**src/rtl/invert_xform_pipe.sv**
```systemverilog
// Mode-selectable bit transform feeding an elastic STAGES-deep valid/ready pipeline,
// with a wrapping count of completed output handshakes.
module invert_xform_pipe #(
  parameter int unsigned WIDTH  = 32,
  parameter int unsigned STAGES = 2
) (
  input  logic             clk,
  input  logic             rst,
  input  logic             in_valid,
  output logic             in_ready,
  input  logic [WIDTH-1:0] in_data,
  input  logic [1:0]       in_mode,
  output logic             out_valid,
  input  logic             out_ready,
  output logic [WIDTH-1:0] out_data,
  output logic             busy,
  output logic [15:0]      xfer_count
);

  localparam int unsigned Q = WIDTH / 4;
  localparam int unsigned H = WIDTH / 2;

  if ((WIDTH % 4) != 0 || WIDTH < 8) begin : g_bad_width
    $error("invert_xform_pipe: WIDTH must be a multiple of 4 and at least 8");
  end
  if (STAGES < 1 || STAGES > 4) begin : g_bad_stages
    $error("invert_xform_pipe: STAGES must be in 1..4");
  end

  logic [Q-1:0]     q0, q1, q2, q3;
  logic [H-1:0]     h0, h1, c;
  logic [WIDTH-1:0] rev;
  logic [WIDTH-1:0] xf;

  assign q0 = in_data[Q-1:0];
  assign q1 = in_data[2*Q-1:Q];
  assign q2 = in_data[3*Q-1:2*Q];
  assign q3 = in_data[4*Q-1:3*Q];
  assign h0 = in_data[H-1:0];
  assign h1 = in_data[WIDTH-1:H];
  assign c  = (h1 == h0) ? ~h0 : h1;

  for (genvar i = 0; i < WIDTH; i++) begin : g_rev
    assign rev[i] = in_data[WIDTH-1-i];
  end

  always_comb begin
    xf = in_data;
    unique case (in_mode)
      2'd0: xf = {c, q3 ^ q2, ~q0 | ~q1};
      2'd1: xf = ~in_data;
      2'd2: xf = rev;
      2'd3: xf = in_data;
    endcase
  end

  logic [WIDTH-1:0]  data_q [STAGES];
  logic [STAGES-1:0] valid_q;
  logic [STAGES-1:0] rdy;

  // Flattened ready chain: a stage may load if it or any later stage has room,
  // or the consumer is taking the last beat.
  for (genvar i = 0; i < STAGES; i++) begin : g_rdy
    assign rdy[i] = out_ready | ~(&valid_q[STAGES-1:i]);
  end

  always_ff @(posedge clk) begin
    if (rst) begin
      valid_q <= '0;
      for (int i = 0; i < int'(STAGES); i++) begin
        data_q[i] <= '0;
      end
    end else begin
      if (rdy[0]) begin
        valid_q[0] <= in_valid;
        if (in_valid) begin
          data_q[0] <= xf;
        end
      end
      for (int i = 1; i < int'(STAGES); i++) begin
        if (rdy[i]) begin
          valid_q[i] <= valid_q[i-1];
          if (valid_q[i-1]) begin
            data_q[i] <= data_q[i-1];
          end
        end
      end
    end
  end

  always_ff @(posedge clk) begin
    if (rst) begin
      xfer_count <= '0;
    end else if (out_valid && out_ready) begin
      xfer_count <= xfer_count + 16'd1;
    end
  end

  assign in_ready  = rdy[0];
  assign out_valid = valid_q[STAGES-1];
  assign out_data  = data_q[STAGES-1];
  assign busy      = |valid_q;

endmodule

```
**config.mk**
```make
export PLATFORM = sky130hd
export DESIGN_NAME = invert_xform_pipe
export DESIGN_NICKNAME = d
export VERILOG_FILES = /design/src/rtl/invert_xform_pipe.sv
export SDC_FILE = /design/constraint.sdc
export NUM_CORES = 1
export LEC_CHECK = 0
export ABC_AREA = 1
export CAP_MARGIN = 20
export CORE_MARGIN = 4
export CORE_UTILIZATION = 55
export DETAILED_ROUTE_END_ITERATION = 10
export PLACE_DENSITY = 0.9
export SLEW_MARGIN = 0
export SYNTH_ARGS = -nofsm -noshare
export SYNTH_HDL_FRONTEND = slang
export SYNTH_SLANG_ARGS = --single-unit
```
**constraint.sdc**
```tcl
create_clock -name clk -period 7.9 [get_ports clk]
set_clock_uncertainty 0.15 [all_clocks]
set_input_delay 1.185 -clock clk [delete_from_list [all_inputs] [get_ports clk]]
set_output_delay 1.185 -clock clk [all_outputs]
set_load 0.01 [all_outputs]
```
==> flow_metrics.py <==
metrics = {
    "clocking": {
        "cts_max_level": 3,
        "insertion_delay_ns": 0.35,
        "cts_buffer_depth": 2,
        "cts_tree": "done",
        "cts_root_buf": "clkbuf_8",
        "cts_setup_buffers": 0,
        "cts.sinks": 82,
        "clkTransAtPathRegs_ns": 0.09,
        "cts_inserted_buffers": 9,
        "ctsResizeCount": 0,
        "ctsHoldBuffers": 0,
    },
    "layout": {
        "diodes": 0,
        "layout-drive-gt1-share_pct": 6.86,
        "nFillCells": 625,
        "fin_area_sq_um": 5490,
        "syn_to_final_growth_pct": 20.2,
        "nets": 646,
    },
    "critical_path": {
        "path_delay_family": "buffers and inverters",
        "arrival_ns": 2.51,
        "start_kind": "input port",
        "cpPeakStageDelay_ns": 0.48,
        "path_max_fanout": 3,
        "reg2regPathDepth": 8,
        "cp.required_ns": 6.57,
        "cp_slowest_cell": "clkdlybuf4s50_1",
        "crit_chain": "clkdlybuf4s50_1, inv_1, nand2_1, nor2_1, inv_1, clkdlybuf4s50_1",
        "crit_path_end_kind": "output port",
        "path_class": "in2out",
        "cp.depth": 6,
        "critPathBufInv": 4,
    },
    "placed_design": {
        "hpwl_um": 7530,
        "dpl_cell_area_sq_um": 5270,
        "port_buffers": 88,
        "gp_congestion": 0.914,
        "dpl_worst_slack_ns": 4.06,
    },
    "global_routing": {
        "grt_remaining_overflow": 0,
        "grt_first_pass_wirelength_um": 17700,
        "grt_usage_pct": 22.1,
        "antenna_found_initial": 0,
        "grt_pass1_vias": 3786,
        "grt_max_degree": 65,
    },
    "synth": {
        "netlist_area_sq_um": 4570,
        "ys_top_cells_by_area": "edfxtp_1, dfxtp_1, nand2_1, a21oi_1, inv_1",
        "async_flop_share_pct": 0,
        "synth.most_common_cell": "nand2_1",
        "syn_inst": 557,
        "syn_avg_cell_area_sq_um": 8.20,
        "ys_ff_latch": 82,
        "synth_edf_count": 64,
        "ys_types": 23,
        "yosys_warnings": 0,
        "syn_nets": 596,
        "synth_top_cells_by_count": "nand2_1, inv_1, edfxtp_1, nor2_1, a21oi_1",
        "synth_flop_cell": "edfxtp_1",
        "synth_top_area_share_pct": 42.1,
        "synth_top_area_cell": "edfxtp_1",
        "yosysSeqAreaShare_pct": 50.0,
    },
    "sta": {
        "hold_violations": 0,
        "layout_setup_ws_ns": 4.06,
        "slew_violations": 0,
        "layout_min_cycle_time_ns": 3.84,
        "rsz0062_at_grt": "no",
        "tns_ns": 0,
        "hold_ws_ns": 0.333,
        "tightestPinTransition_ns": 1.12,
        "max_slew_margin_pct": 25.0,
        "min_period_over_period_pct": 48.6,
        "fmax_ghz": 0.260,
        "setup_viol": 0,
    },
    "run": {
        "drv_cap": 0,
    },
    "floorplan": {
        "die_h_um": 99.1,
        "start_util_pct": 57.9,
        "core_area_sq_um": 7890,
        "rows": 32,
        "top_level_ports": 89,
        "die_area_sq_um": 9820,
        "die_w_um": 99.1,
    },
    "detailed_routing": {
        "wl_per_cell_um": 14.9,
        "via_per_inst": 5.47,
        "antenna_left": 0,
        "vias": 3908,
        "drcViolationCount": 0,
        "firstDrtPassIters": 5,
        "drt_iter0_drc": 491,
        "routed_wl_um": 10600,
    },
    "pwr": {
        "powerDensity_nw_per_um2": 175,
        "p_leak_nw": 2.22,
        "peakVddDrop_v": 0.0000866,
    },
    "min_path": {
        "min_path_type": "reg2reg",
        "hold_depth": 2,
    },
    "status": {
        "outcome": "completed",
    },
}
-- placed cells by master (no fill, tap or decap) --
cell type	n
a21oi_1	61
a221oi_1	8
buf_16	1
buf_4	4
clkbuf_16	1
clkbuf_8	9
clkdlybuf4s50_1	88
clkinv_2	1
dfxtp_1	18
edfxtp_1	64
ha_1	1
inv_1	75
inv_2	13
inv_4	2
inv_6	3
nand2_1	87
nand2_2	1
nand2_4	1
nand3_1	40
nor2_1	64
nor2_2	1
nor2_4	2
nor3_1	3
o21ai_0	20
o21ai_2	1
o22ai_1	32
or2_2	2
xor2_1	9
-- cell families after synthesis --
logic type,share of synthesized area [%]
AND/OR/NAND/NOR,18.4
buffers and inverters,14.7
XOR/XNOR,1.73
AO/OA/AOI/OAI,14.9
flip-flops,50.0
adder cells (fa/ha/maj),0.274
-- per-stage QoR --
step / utilization (%) / total power [mW] / instances
2_1_floorplan: - / 0.615 / 557
3_3_place_gp: 66.8 / 0.669 / 697
3_5_place_dp: 66.8 / 0.674 / 697
4_1_cts: 69.2 / 0.960 / 713
5_1_grt: 69.6 / 1.01 / 714
6_report: 69.6 / 0.959 / 714
-- layer usage --
metal  track usage (%)  vias to the layer above  share of wire (%)
li1                  -                     1922                  -
met1              29.3                     1789                 42
met2              37.3                      178                 48
met3              3.79                       19                8.7
met4              6.72                        0                1.7
met5                 0                        -                  0
-- area by class of cell --
cell class / instances / area, sq um / share of cell area (%)
flip-flops and latches: 82 / 2280 / 41.6
multi-input cells: 333 / 1620 / 29.5
repair buffers: 93 / 938 / 17.1
inverters: 88 / 330 / 6.02
clock buffers: 10 / 149 / 2.71
well taps: 102 / 128 / 2.33
clock inverters: 6 / 43.8 / 0.798
-- state kept, by name (all words and copies together) (netlist names) --
signal,count
data_q,64
xfer_count,16
valid_q,2
-- power by group --
| part | internal, mW | switching (mW) | leakage, nW |
|---|---|---|---|
| clock network | 0.137 | 0.156 | 0.103 |
| registers | 0.497 | 0.00818 | 0.838 |
| logic | 0.0703 | 0.0913 | 1.28 |
| total | 0.704 | 0.255 | 2.22 |
-- final timing paths --
kind	endpoint	from	slack (ns)
worst max register to register	xfer_count[14]$_SDFFE_PP0P_	xfer_count[0]$_SDFFE_PP0P_	5.76
worst min-delay path	xfer_count[10]$_SDFFE_PP0P_	xfer_count[10]$_SDFFE_PP0P_	0.33
worst max-delay path	in_ready	out_ready	4.06
worst min register to register	xfer_count[10]$_SDFFE_PP0P_	xfer_count[10]$_SDFFE_PP0P_	0.33
-- worst min-delay path: stages (launching register included) --
cell     delay (ns)
dfxtp_1        0.34
inv_1          0.06
a21oi_1        0.05
No activity file was read; power rests on OpenSTA's default activity.
